[config.mk]
export PLATFORM = sky130hd
export DESIGN_NAME = pc_sequencer_flat
export DESIGN_NICKNAME = d
export VERILOG_FILES = /design/src/rtl/pc_sequencer_if.sv /design/src/rtl/pc_sequencer.sv /design/src/flat_wrapper.sv
export SDC_FILE = /design/constraint.sdc
export NUM_CORES = 1
export LEC_CHECK = 0
export BUFFER_PORTS_ARGS = -buffer_cell sky130_fd_sc_hd__buf_2
export CAP_MARGIN = 20
export CELL_PAD_IN_SITES_DETAIL_PLACEMENT = 0
export CELL_PAD_IN_SITES_GLOBAL_PLACEMENT = 1
export CORE_MARGIN = 1.5
export CORE_UTILIZATION = 40
export CTS_BUF_LIST = sky130_fd_sc_hd__clkbuf_2 sky130_fd_sc_hd__clkbuf_4 sky130_fd_sc_hd__clkbuf_8
export CTS_CLUSTER_DIAMETER = 120
export CTS_CLUSTER_SIZE = 16
export DETAILED_ROUTE_END_ITERATION = 6
export GPL_TIMING_DRIVEN = 0
export PLACE_DENSITY = 0.8
export SYNTH_ARGS = -nofsm -noshare
export SYNTH_HDL_FRONTEND = slang
export SYNTH_SLANG_ARGS = --single-unit
[constraint.sdc]
create_clock -name CLK -period 5.3 [get_ports CLK]
set_clock_uncertainty 0.15 [all_clocks]
set_input_delay 1.06 -clock CLK [delete_from_list [all_inputs] [get_ports CLK]]
set_output_delay 1.06 -clock CLK [all_outputs]
set_load 0.01 [all_outputs]
[src/rtl/pc_sequencer_if.sv]
// Handshake bundle between the PC sequencer (slave) and its upstream decode/memory logic (master).
// PC_INSTR_COUNT_EN adds the INSTR_COUNT retired-instruction counter to the bundle.
interface pc_sequencer_if #(
  parameter int OFFSET_W = 8
);

  logic                BUSYWAIT;
  logic                JUMP;
  logic                BRANCH_EQ;
  logic                BRANCH_NE;
  logic                ZERO;
  logic [OFFSET_W-1:0] OFFSET;
  logic [31:0]         PC;
  logic [31:0]         PC_PLUS4;
  logic                PC_VALID;
  logic                STALLED;

`ifdef PC_INSTR_COUNT_EN
  logic [31:0]         INSTR_COUNT;

  modport master (
    output BUSYWAIT, JUMP, BRANCH_EQ, BRANCH_NE, ZERO, OFFSET,
    input  PC, PC_PLUS4, PC_VALID, STALLED, INSTR_COUNT
  );

  modport slave (
    input  BUSYWAIT, JUMP, BRANCH_EQ, BRANCH_NE, ZERO, OFFSET,
    output PC, PC_PLUS4, PC_VALID, STALLED, INSTR_COUNT
  );
`else
  modport master (
    output BUSYWAIT, JUMP, BRANCH_EQ, BRANCH_NE, ZERO, OFFSET,
    input  PC, PC_PLUS4, PC_VALID, STALLED
  );

  modport slave (
    input  BUSYWAIT, JUMP, BRANCH_EQ, BRANCH_NE, ZERO, OFFSET,
    output PC, PC_PLUS4, PC_VALID, STALLED
  );
`endif

endinterface

[src/rtl/pc_sequencer.sv]
// Program-counter register and next-PC sequencer (BOOT/RUN/STALL) for the single-cycle CPU.
// Optional macro PC_INSTR_COUNT_EN enables the INSTR_COUNT retired-instruction counter.
module pc_sequencer #(
  parameter logic [31:0] RESET_PC = 32'h0000_0000,
  parameter int          OFFSET_W = 8
) (
  input  logic           CLK,
  input  logic           RESET,
  pc_sequencer_if.slave  bus
);

  typedef enum logic [1:0] {
    BOOT  = 2'd0,
    RUN   = 2'd1,
    STALL = 2'd2
  } state_t;

  state_t      state;
  state_t      next_state;
  logic [31:0] pc;
  logic [31:0] pc_d;
  logic [31:0] pc_plus4;
  logic [31:0] offset_sext;
  logic [31:0] redirect_target;
  logic [31:0] next_pc;
  logic        redirect;
  logic        advance;

  // Jump and taken branches share one target: word offset relative to PC+4, modulo 2^32.
  assign pc_plus4        = pc + 32'd4;
  assign offset_sext     = {{(32-OFFSET_W){bus.OFFSET[OFFSET_W-1]}}, bus.OFFSET};
  assign redirect_target = pc_plus4 + (offset_sext << 2);
  assign redirect        = bus.JUMP
                         | (bus.BRANCH_EQ &  bus.ZERO)
                         | (bus.BRANCH_NE & ~bus.ZERO);
  assign next_pc         = redirect ? redirect_target : pc_plus4;

  always_ff @(posedge CLK or negedge RESET) begin
    if (!RESET) begin
      state <= BOOT;
      pc    <= RESET_PC;
    end else begin
      state <= next_state;
      pc    <= pc_d;
    end
  end

  // BOOT holds RESET_PC for one full fetch cycle and ignores BUSYWAIT; a stall always suppresses the update.
  always_comb begin
    next_state = state;
    pc_d       = pc;
    advance    = 1'b0;
    case (state)
      BOOT: begin
        next_state = RUN;
      end
      RUN: begin
        if (bus.BUSYWAIT) begin
          next_state = STALL;
        end else begin
          pc_d    = next_pc;
          advance = 1'b1;
        end
      end
      STALL: begin
        if (!bus.BUSYWAIT) begin
          next_state = RUN;
          pc_d       = next_pc;
          advance    = 1'b1;
        end
      end
      default: begin
        next_state = BOOT;
        pc_d       = RESET_PC;
      end
    endcase
  end

  assign bus.PC       = pc;
  assign bus.PC_PLUS4 = pc_plus4;
  assign bus.PC_VALID = (state != BOOT);
  assign bus.STALLED  = (state == STALL);

`ifdef PC_INSTR_COUNT_EN
  logic [31:0] instr_count;

  always_ff @(posedge CLK or negedge RESET) begin
    if (!RESET) begin
      instr_count <= 32'd0;
    end else if (advance) begin
      instr_count <= instr_count + 32'd1;
    end
  end

  assign bus.INSTR_COUNT = instr_count;
`else
  logic unused_advance;
  assign unused_advance = advance;
`endif

endmodule

[src/flat_wrapper.sv]
// flat-port wrapper written by rule: the top's interface ports become plain ports
module pc_sequencer_flat 
#(
  parameter logic [31:0] RESET_PC = 32'h0000_0000,
  parameter int          OFFSET_W = 8
)
  (CLK, RESET, bus_BUSYWAIT, bus_JUMP, bus_BRANCH_EQ, bus_BRANCH_NE, bus_ZERO, bus_OFFSET, bus_PC, bus_PC_PLUS4, bus_PC_VALID, bus_STALLED);
  pc_sequencer_if #(.OFFSET_W(OFFSET_W)) bus_i ();
  input  logic CLK;
  input  logic RESET;
  input wire logic [$bits(bus_i.BUSYWAIT)-1:0] bus_BUSYWAIT;
  input wire logic [$bits(bus_i.JUMP)-1:0] bus_JUMP;
  input wire logic [$bits(bus_i.BRANCH_EQ)-1:0] bus_BRANCH_EQ;
  input wire logic [$bits(bus_i.BRANCH_NE)-1:0] bus_BRANCH_NE;
  input wire logic [$bits(bus_i.ZERO)-1:0] bus_ZERO;
  input wire logic [$bits(bus_i.OFFSET)-1:0] bus_OFFSET;
  output wire logic [$bits(bus_i.PC)-1:0] bus_PC;
  output wire logic [$bits(bus_i.PC_PLUS4)-1:0] bus_PC_PLUS4;
  output wire logic [$bits(bus_i.PC_VALID)-1:0] bus_PC_VALID;
  output wire logic [$bits(bus_i.STALLED)-1:0] bus_STALLED;
  assign bus_i.BUSYWAIT = bus_BUSYWAIT;
  assign bus_i.JUMP = bus_JUMP;
  assign bus_i.BRANCH_EQ = bus_BRANCH_EQ;
  assign bus_i.BRANCH_NE = bus_BRANCH_NE;
  assign bus_i.ZERO = bus_ZERO;
  assign bus_i.OFFSET = bus_OFFSET;
  assign bus_PC = bus_i.PC;
  assign bus_PC_PLUS4 = bus_i.PC_PLUS4;
  assign bus_PC_VALID = bus_i.PC_VALID;
  assign bus_STALLED = bus_i.STALLED;
  pc_sequencer #(.RESET_PC(RESET_PC), .OFFSET_W(OFFSET_W)) u_core (.CLK(CLK), .RESET(RESET), .bus(bus_i));
endmodule
# Word-level counts from Yosys, hierarchy flattened
# Index checks and enable logic that the tools add are counted.
[op_classes]
n_eq_ne = 5
reduce_logical = 5
muxes = 6
bitwise_logic = 6
add_sub_neg = 2
[op_table]
columns = ["operator", "n"]
rows = [
  ["$mux W32", 2],
  ["$pmux W32 S2", 1],
  ["$add A32 B3 Y32 const B", 1],
  ["$add A32 B32 Y32", 1],
  ["$ne A2 B2 Y1 const B", 3],
  ["$pmux W2 S3", 1],
  ["$mux W2", 2],
  ["$reduce_and A2 Y1", 2],
  ["$and A1 B1 Y1", 2],
  ["$eq A2 B1 Y1 const B", 1],
  ["$eq A2 B2 Y1 const B", 1],
  ["$logic_not A2 Y1", 1],
  ["$not A1 Y1", 2],
  ["$or A1 B1 Y1", 2],
  ["$reduce_bool A2 Y1", 1],
  ["$reduce_or A2 Y1", 1],
]
[totals]
out_inout_bits = 66
ff_bits = 34

# Longest topological paths before layout
# Gate-level depths: netlist of the first run.
[depth]
ltp_word = 6
mapped_depth = 20
ltp_nobuf = 19

# Least setup slack after synthesis of the first run
# Ideal clock, no wire load.
[synth_timing]
path_type = "reg2reg"
from = "register u_core.pc[2], in the netlist u_core.bus.PC[2]"
to = "register u_core.pc[31], in the netlist u_core.bus.PC[31]"
required_time_ns = 5.014
synth_period_minus_slack_ns = 4.091
stages_incl_launch_ff = 21
setup_ns = 0.136
setup_slack_ns = 1.209
t_arrival_ns = 3.806
path_cell_list = "dfrtp_1 ha_1 and3_1 clkbuf_1 nand2_1 nor2_1 nand3_1 inv_1 and3_1 xor2_1 ha_1 a21oi_1 o211ai_1 a211oi_2 a21oi_2 a31oi_4 o311ai_4 xor2_1 and3_2 o21ai_0 o311ai_1"
[synth_between]
elab_chain_len = 5
[synth_lines]
columns = ["item", "line", "text"]
rows = [
  ["from (decl)", "pc_sequencer.sv:20", "logic [31:0] pc;"],
  ["from (signal assigned)", "pc_sequencer.sv:44", "pc <= pc_d;"],
  ["$add A32 B3 Y32", "pc_sequencer.sv:30", "assign pc_plus4 = pc + 32'd4;"],
  ["via bus_PC_PLUS4[18]", "flat_wrapper.sv:18", "output wire logic [$bits(bus_i.PC_PLUS4)-1:0] bus_PC_PLUS4;"],
  ["$add A32 B32 Y32", "pc_sequencer.sv:32", "assign redirect_target = pc_plus4 + (offset_sext << 2);"],
  ["$mux W32", "pc_sequencer.sv:36", "assign next_pc = redirect ? redirect_target : pc_plus4;"],
  ["$mux W32", "pc_sequencer.sv:58, pc_sequencer.sv:66", ""],
  ["$pmux W32 S2", "pc_sequencer.sv:53", "case (state)"],
]
# The timed path passes the listed nets, and every way through them passes these cells. The select of a mux whose other input is x is not followed.
# A chain may end at the register's enable or synchronous reset.

# Worst setup path after layout of the first run
[layout_timing]
from = "register u_core.pc[2], in the netlist u_core.bus.PC[2]"
to = "register u_core.pc[25], in the netlist u_core.bus.PC[25]"
[layout_between]
elab_chain_len = 5
[layout_lines]
columns = ["item", "line"]
rows = [
  ["$add A32 B3 Y32 (*)", "pc_sequencer.sv:30"],
  ["$add A32 B32 Y32", "pc_sequencer.sv:32"],
  ["$mux W32 (*)", "pc_sequencer.sv:36"],
  ["$mux W32 (*)", "pc_sequencer.sv:58, pc_sequencer.sv:66"],
  ["$pmux W32 S2 (*)", "pc_sequencer.sv:53"],
]
# Every way passes the cells marked *; elsewhere a longest branch is shown, timed or not. The select of a mux whose other input is x is not followed.

==> key figures, run 1 <==
Run status
  • Status: finished, final reports clean

Critical path
  • Crit. End Element: register
  • Crit Path Max Fanout: 7
  • Crit path cell chain: ha_1 -> and3_1 -> clkbuf_1 -> nand2_1 -> nor2_1 -> nand4_1 -> xnor2_1 -> ha_1 -> clkbuf_1 -> nand2_1 -> a2111oi_0 -> a21oi_1 -> o221a_2 -> o21a_1 -> o221ai_1 -> a21oi_1 -> xor2_1 -> o21ai_0
  • CP Launch Type: register
  • Slowest cell on the critical path: a2111oi_0
  • Worst path max stage delay: around 0.62 ns
  • Required time worst endpoint: 5.32 ns
  • Delay-heaviest family, CP: compound AO/OA/AOI/OAI gates
  • Crit path DAT: 4.72 ns
  • CP Class: register to register
  • CP bufs+invs: 2

Flow run
  • Max-cap viol count: 0

Placement
  • Post-Place Worst Slack: 0.7080 ns
  • PortBufs: 76
  • Hpwl dp: 9076 µm
  • Final GP Congestion: 0.9693

Layout
  • Commonest non-fill, non-tap cell in the layout: buf_2
  • Final Util: 0.4782
  • # nets final: 639
  • Most frequent cells in the layout: buf_2 (76), o21ai_0 (58), nand2_1 (56)
  • Share of layout cells above drive strength 1: 0.1678
  • Antenna cells: 0
  • Area delta synth->final: 16.16%

Clocking
  • Num CTS Buffers: 5
  • CTS tree: built
  • Clock slew at reported path FFs: about 0.080 ns
  • Htree depth: 2
  • PostCTS Resize Cnt: 0
  • Clk_lat worst skew: 0.30 ns
  • Hold Buf Count CTS: 0
  • # Post-CTS Setup Buffers: 0
  • CTS root buffer: clkbuf_8
  • # clock sinks: 32
  • Clk buf depth: 2

Global route
  • Total global routing overflow: 0
  • Vias in the first global route: 3743
  • Initial antenna violation count: 0
  • Global-route wire length before repair: 18950 µm
  • Largest net degree at the start of global routing: 33
  • GRT Util Overall: 0.2388

Floorplanning
  • Die ar.: 10060 µm²
  • # rows: 35
  • Die width: 100.3 µm
  • CORE AREA: 9196 µm²
  • IO Pins: 81
  • Chip Height: 100.3 µm
  • Initial Util: 0.4117

Yosys
  • Synth cell types: 54
  • Ys Warns: 0
  • Cell Area, Synth: 3786 µm²
  • Post-Syn Instances: 498
  • EDFF count, synth: 0
  • Avg Inst Size Synth: 7.603 µm²
  • Synth Register Bits: 32
  • Share of the synthesized area in the top cell type: 0.2115
  • Dominant cells by area after synthesis: dfrtp_1 (21%), ha_1 (13%), o21ai_0 (7.7%)
  • Seq/Total Area, Yosys: 0.2115
  • Async SR Flop Fraction: 1.000
  • Most used DFF post-synth: dfrtp_1
  • Yosys top cell by area: dfrtp_1

Timing
  • Relative slew slack: 0.4829
  • Final Setup Violations: 0
  • RSZ-0062 raised after global routing: false
  • Worst Max-Slew Pin Slew: 0.7756 ns
  • Final cycle utilization of the critical path: 0.8877
  • Fmax: 212.6 MHz
  • Setup_tns: 0 ns
  • Final worst setup slack: around 0.60 ns
  • Final hold viol count: 0
  • Final Critical Period: roughly 4.7 ns
  • Max Slew Vio Count: 0

Power
  • Pwr Total: between 2 and 2.5 mW
  • Pwr dens: 511.4 nW/µm²
  • Peak VDD IR: 0.1857 mV
  • Leakage power: 2.127 nW

Route
  • DRC viols: 0
  • DR iter-0 viols: slightly above 200
  • Final WL: 11750 µm
  • Via count: 3999
  • DRT Pass-1 Iters: 5
  • DRT antenna net count: 0
  • Via-per-instance ratio: approximately 5.8
  • DR WL/cell: 16.91 µm

Min path
  • HP Class: register to register
[final cells by class]
class                   instances  area, µm²
fillers                       960       4798
clock buffers                   6      76.32
inverters                      18      67.56
clock inverters                 1      5.005
plain buffers                  23      105.1
multi-input cells             428       2824
well taps                     111      138.9
repair buffers                 76      380.4
flip-flops and latches         32      800.8
[layer usage]
layer	up-vias	wire (µm)	GRT usage
met5	-	0	0
met4	0	218	0.07476
met3	19	531	0.03482
met2	123	5514	0.3951
met1	1893	5486	0.3214
li1	1964	-	-
[logic make-up after synthesis]
logic type      count (synthesis)  share of synthesized area
compound gates                171                     0.2786
xor+xnor                       52                     0.1203
fa+ha+maj                      40                     0.1342
buf+inv                        41                    0.04560
flops                          32                     0.2115
mux                             1                   0.002644
other cells                     1                  0.0009905
simple gates                  160                     0.2062
[where the power goes]
group          switching [mW]  total, mW  leakage (nW)  internal, mW
combinational           0.979       1.60          1.66         0.623
clock                  0.0972      0.192        0.0445        0.0945
sequential              0.120      0.456         0.418         0.336
[per-stage QoR]
stage | hold slack, ns | std cells | cell area (µm²)
after floorplan | 0.3496 | 501 | 3797
after global placement | 0.3641 | 688 | 4317
after detailed placement | 0.3801 | 688 | 4317
after CTS | 0.3974 | 695 | 4398
after global routing | 0.4190 | 695 | 4398
final | 0.3881 | 695 | 4398
[registers in the layout (all words and copies together), names as in the netlist]
signal / flops
u_core.state: 2
u_core.bus.PC: 30
[tightest hold or removal path: cells and delay by family, from the launching register on]
family / cells / cell delay [ns]
compound gates: 1 / 0.06
flops: 1 / 0.38
simple gates: 1 / 0.06
[final timing paths]
kind,from,to,slack [ns],cells after the start
setup / recovery,u_core.bus.PC[2]$_DFFE_PN0P_,u_core.bus.PC[25]$_DFFE_PN0P_,0.60,18
hold / removal,u_core.bus.PC[3]$_DFFE_PN0P_,u_core.bus.PC[3]$_DFFE_PN0P_,0.39,2
setup reg to reg,u_core.bus.PC[2]$_DFFE_PN0P_,u_core.bus.PC[25]$_DFFE_PN0P_,0.60,18
hold reg to reg,u_core.bus.PC[3]$_DFFE_PN0P_,u_core.bus.PC[3]$_DFFE_PN0P_,0.39,2
max in group asynchronous,RESET,u_core.bus.PC[23]$_DFFE_PN0P_,3.81,1
min in group asynchronous,RESET,u_core.bus.PC[7]$_DFFE_PN0P_,0.69,1
[synthesized netlist by cell type (6+ instances only)]
cell	number
ha_1	39
nand4_1	6
nand3_1	21
clkbuf_1	18
xnor2_1	32
o21ai_0	58
inv_1	18
a21o_1	12
and3_1	8
nand2_1	56
o211ai_1	7
xor2_1	20
nor3_1	8
a21oi_1	54
nor2_1	35
dfrtp_1	32
Note: power is estimated with default switching activity, not from simulation.
==> inputs of run 2 (changes only) <==
--- a/config.mk
+++ b/config.mk
@@ -17,6 +17,7 @@
 export DETAILED_ROUTE_END_ITERATION = 6
 export GPL_TIMING_DRIVEN = 0
 export PLACE_DENSITY = 0.8
+export REMOVE_ABC_BUFFERS = 1
 export SYNTH_ARGS = -nofsm -noshare
 export SYNTH_HDL_FRONTEND = slang
 export SYNTH_SLANG_ARGS = --single-unit
==> key figures, run 2 (synthesized netlist as in run 1, its figures left out) <==
Critical path
  • Crit Path Max Fanout: 6
  • R2r startpoint: u_core.bus.PC[2]$_DFFE_PN0P_
  • FF-to-FF End: u_core.bus.PC[31]$_DFFE_PN0P_
  • Crit path to: u_core.bus.PC[31]$_DFFE_PN0P_
  • WP depth: 18
  • Worst path max stage delay: 0.41 ns
  • Crit path DAT: 4.71 ns
  • Reg2Reg Depth: 18
  • R2R Setup Slk: 0.61 ns
  • CP Launch Type: register
  • Slowest cell on the critical path: ha_1
  • Required time worst endpoint: 5.32 ns
  • Crit path from: u_core.bus.PC[2]$_DFFE_PN0P_
  • Crit. End Element: register
  • Delay-heaviest family, CP: simple AND/OR/NAND/NOR gates
  • CP Class: register to register
  • CP bufs+invs: 0
  • Crit path cell chain: ha_1 -> and3_1 -> nand2_1 -> nor2_1 -> and3_1 -> nand4_1 -> xnor2_1 -> ha_1 -> nand2_1 -> o21ai_0 -> a211oi_2 -> a21oi_2 -> a31oi_4 -> o311ai_4 -> xor2_1 -> and3_2 -> o21ai_0 -> o311ai_1

Clocking
  • Clk buf depth: 2
  • Num CTS Buffers: 5
  • PostCTS Resize Cnt: 0
  • Htree depth: 2
  • Clock slew at reported path FFs: 0.08 ns
  • # Post-CTS Setup Buffers: 0
  • CTS root buffer: clkbuf_8
  • # clock sinks: 32
  • Hold Buf Count CTS: 0
  • CTS tree: built
  • Clk_lat worst skew: 0.29 ns

Placement
  • Hpwl dp: 8426 µm
  • Final GP Congestion: 0.9110
  • DP Cell Count: 667
  • Placed cell area: 4258 µm²
  • Post-Place Worst Slack: 0.6047 ns
  • PortBufs: 76

Timing
  • Worst Max-Slew Pin Slew: 0.7855 ns
  • Final worst setup slack: 0.6083 ns
  • Final Critical Period: 4.692 ns
  • Setup_tns: 0 ns
  • Final cycle utilization of the critical path: 0.8852
  • Max Slew Vio Count: 0
  • Final Setup Violations: 0
  • Fmax: around 210 MHz
  • Hold slack: 0.3927 ns
  • Relative slew slack: 0.4763
  • Final hold viol count: 0
  • RSZ-0062 raised after global routing: false

Global route
  • Total global routing overflow: 0
  • Initial antenna violation count: 0
  • GRT Util Overall: 0.2176
  • Met3 Track Usage GR: 0.02159
  • Met1 usage: 0.2937
  • Global-route wire length before repair: 17530 µm
  • Largest net degree at the start of global routing: 33
  • GR peak layer: met2
  • Vias in the first global route: 3572
  • Met2 GRT Util: 0.3841

Layout
  • Design area: approximately 4400 µm²
  • Area of the multi-input gates: 2840 µm²
  • Area delta synth->final: 15.40%
  • Antenna cells: 0
  • Final non-filler cell total: 675
  • Share of layout cells above drive strength 1: 0.1738
  • Max FFs per register: 30
  • Most frequent cells in the layout: buf_2 (76), o21ai_0 (58), nand2_1 (56)
  • Commonest non-fill, non-tap cell in the layout: buf_2
  • Final Util: 0.4751
  • # nets final: 618
  • Fill cells: 953
  • Reg area: 800.8 µm²

Power
  • Peak VDD IR: between 0.15 and 0.2 mV
  • Leakage power: 2.106 nW
  • Pwr dens: 520.6 nW/µm²
  • Pwr Total: 2.274 mW

Route
  • DR iter-0 viols: 205
  • Via-per-instance ratio: 5.714
  • DR WL/cell: 16.39 µm
  • Via count: 3857
  • Final WL: roughly 11000 µm
  • DRT antenna net count: 0
  • DRT Pass-1 Iters: 5
  • DRC viols: 0

Floorplanning
  • Initial Util: 0.4117
  • # rows: 35
  • CORE AREA: 9196 µm²
  • Die ar.: 10060 µm²
  • IO Pins: 81
  • Die width: between 100 and 150 µm
  • Chip Height: 100.3 µm

Min path
  • HP Class: register to register

Flow run
  • Max-cap viol count: 0

Run status
  • Status: finished, final reports clean
## run 2: worst min-delay path, stage by stage, from the launching register on
cell and delay, ns:
dfrtp_1 0.39, nand2_1 0.05, o21ai_0 0.07
## run 2: layer usage
layer,vias to the layer above,share of wire
met5,-,0
met4,0,0.0049
met3,5,0.052
met2,115,0.49
met1,1810,0.46
li1,1927,-
## run 2: cell type report
class,instances,area share
clock buffers,5,0.01575
repair buffers,78,0.09393
well taps,111,0.03179
inverters,18,0.01546
clock inverters,3,0.009737
flip-flops and latches,32,0.1833
multi-input cells,428,0.6501
## run 2: worst min-delay path by stage
stage,from,depth (start not counted),endpoint
3_5_place_dp,u_core.state[0]$_DFFE_PN0P_,1,u_core.state[0]$_DFFE_PN0P_
3_3_place_gp,u_core.bus.PC[3]$_DFFE_PN0P_,2,u_core.bus.PC[3]$_DFFE_PN0P_
4_1_cts,u_core.state[0]$_DFFE_PN0P_,1,u_core.state[0]$_DFFE_PN0P_
2_1_floorplan,u_core.state[0]$_DFFE_PN0P_,1,u_core.state[0]$_DFFE_PN0P_
6_report,u_core.bus.PC[3]$_DFFE_PN0P_,2,u_core.bus.PC[3]$_DFFE_PN0P_
5_1_grt,u_core.state[0]$_DFFE_PN0P_,1,u_core.state[0]$_DFFE_PN0P_
## run 2: report_power, final
group / internal (mW) / switching (mW) / leakage [nW]
Clock: 0.139 / 0.109 / 0.0541
Combinational: 0.622 / 0.934 / 1.63
Sequential: 0.335 / 0.134 / 0.418
==> inputs of run 3 (changes only) <==
--- a/config.mk
+++ b/config.mk
@@ -10,13 +10,12 @@
 export CELL_PAD_IN_SITES_DETAIL_PLACEMENT = 0
 export CELL_PAD_IN_SITES_GLOBAL_PLACEMENT = 1
 export CORE_MARGIN = 1.5
-export CORE_UTILIZATION = 40
+export CORE_UTILIZATION = 29
 export CTS_BUF_LIST = sky130_fd_sc_hd__clkbuf_2 sky130_fd_sc_hd__clkbuf_4 sky130_fd_sc_hd__clkbuf_8
 export CTS_CLUSTER_DIAMETER = 120
 export CTS_CLUSTER_SIZE = 16
 export DETAILED_ROUTE_END_ITERATION = 6
-export GPL_TIMING_DRIVEN = 0
-export PLACE_DENSITY = 0.8
+export PLACE_DENSITY = 0.61
 export REMOVE_ABC_BUFFERS = 1
 export SYNTH_ARGS = -nofsm -noshare
 export SYNTH_HDL_FRONTEND = slang
==> key figures, run 3 (synthesized netlist as in run 1, its figures left out) <==
Power
  • Pwr Total: 2.308 mW
  • Leakage power: roughly 2.1 nW
  • Pwr dens: 521.3 nW/µm²
  • Peak VDD IR: 0.1900 mV

Timing
  • Hold slack: 0.3994 ns
  • Final worst setup slack: 0.8439 ns
  • Fmax: 224.4 MHz
  • Final Setup Violations: 0
  • Final hold viol count: 0
  • Final cycle utilization of the critical path: 0.8408
  • Relative slew slack: 0.4270
  • Setup_tns: 0 ns
  • Worst Max-Slew Pin Slew: 0.8595 ns
  • RSZ-0062 raised after global routing: false
  • Final Critical Period: around 4.5 ns
  • Max Slew Vio Count: 0

Layout
  • Area delta synth->final: 16.92%
  • Reg area: around 800 µm²
  • Antenna cells: 0
  • # nets final: 619
  • Final non-filler cell total: 737
  • Commonest non-fill, non-tap cell in the layout: buf_2
  • Most frequent cells in the layout: buf_2 (76), o21ai_0 (58), nand2_1 (56)
  • Max FFs per register: 30
  • Area of the multi-input gates: 2829 µm²
  • Share of layout cells above drive strength 1: 0.1735
  • Fill cells: 1408

Clocking
  • Clk_lat worst skew: 0.29 ns
  • # Post-CTS Setup Buffers: 0
  • CTS tree: built
  • PostCTS Resize Cnt: 0
  • Htree depth: 2
  • # clock sinks: 32
  • Clock slew at reported path FFs: roughly 0.080 ns
  • Clk buf depth: 2
  • Hold Buf Count CTS: 0
  • CTS root buffer: clkbuf_8
  • Num CTS Buffers: 5

Critical path
  • Crit path DAT: 4.47 ns
  • Crit. End Element: register
  • CP Class: register to register
  • Required time worst endpoint: approximately 5.3 ns
  • Crit Path Max Fanout: 6
  • CP Launch Type: register

Floorplanning
  • Die width: 117.3 µm
  • Initial Util: 0.2988
  • Die ar.: 13750 µm²
  • CORE AREA: 12670 µm²
  • IO Pins: around 80
  • Chip Height: between 100 and 150 µm
  • # rows: 41

Placement
  • PortBufs: 76
  • DP Cell Count: 729
  • Final GP Congestion: 0.9211
  • Hpwl dp: 9605 µm
  • Post-Place Worst Slack: 0.8400 ns

Min path
  • HP Class: register to register

Route
  • DRT antenna net count: 0
  • Via-per-instance ratio: 5.309
  • DR WL/cell: 17.19 µm
  • Met3 routed WL: approximately 540 µm
  • DR iter-0 viols: between 200 and 300
  • DRT Pass-1 Iters: 5
  • DRC viols: 0
  • Max Used Layer: met4
  • Via count: 3913
  • Final WL: 12670 µm
  • Metal-1 WL: 6035 µm
  • WL met2: ~6000 µm

Global route
  • Largest net degree at the start of global routing: 33
  • Initial antenna violation count: 0
  • Vias in the first global route: 3621
  • Total global routing overflow: 0
  • GRT Util Overall: 0.1839
  • Global-route wire length before repair: ~19000 µm

Run status
  • Status: finished, final reports clean

Flow run
  • Max-cap viol count: 0
## run 3: per-layer routing
layer,global-route usage,up-vias
met1,0.2539,1874
met3,0.02266,10
met5,0,-
li1,-,1930
met2,0.3120,99
met4,0.03133,0
## run 3: layout make-up
cell class | count | area share
Multi-Input combinational cell | 428 | 0.6391
Sequential cell | 32 | 0.1809
Timing Repair Buffer | 79 | 0.09101
Tap cell | 172 | 0.04861
Clock buffer | 6 | 0.01724
Inverter | 18 | 0.01526
Clock inverter | 2 | 0.007914
## run 3: critical path: stages, from the launching register on
cell and delay, ns:
dfrtp_1 0.43, and3_2 0.27, nand3_1 0.18, nor2_1 0.34
and2_4 0.24, nand2_1 0.11, nor2_1 0.35, nand2_1 0.12
xnor2_1 0.17, ha_1 0.37, a21o_1 0.16, nor2_1 0.06
o31ai_1 0.38, a31oi_4 0.08, o311ai_4 0.30, xor2_1 0.20
a21oi_1 0.11, o21ai_0 0.20, o311ai_1 0.11
## run 3: through the flow
step	cell area (µm²)	util
after detailed placement	4315	0.3406
after CTS	4427	0.3494
final	4427	0.3494
after global placement	4315	0.3406
after global routing	4427	0.3494
after floorplan	3692	-
## run 3: where the power goes
| part | leakage (nW) | internal, mW | total (mW) | switching [mW] |
|---|---|---|---|---|
| combinational | 1.63 | 0.612 | 1.58 | 0.967 |
| clock | 0.0586 | 0.145 | 0.251 | 0.106 |
| sequential | 0.418 | 0.335 | 0.478 | 0.142 |
## run 3: path summary, 6_finish.rpt
check	start	to	slack, ns	depth (start not counted)
hold / removal	u_core.bus.PC[3]$_DFFE_PN0P_	u_core.bus.PC[3]$_DFFE_PN0P_	0.40	2
setup reg to reg	u_core.bus.PC[4]$_DFFE_PN0P_	u_core.bus.PC[31]$_DFFE_PN0P_	0.84	18
min in group asynchronous	RESET	u_core.bus.PC[22]$_DFFE_PN0P_	0.72	1
max in group asynchronous	RESET	u_core.bus.PC[8]$_DFFE_PN0P_	3.73	1
hold reg to reg	u_core.bus.PC[3]$_DFFE_PN0P_	u_core.bus.PC[3]$_DFFE_PN0P_	0.40	2
setup / recovery	u_core.bus.PC[4]$_DFFE_PN0P_	u_core.bus.PC[31]$_DFFE_PN0P_	0.84	18
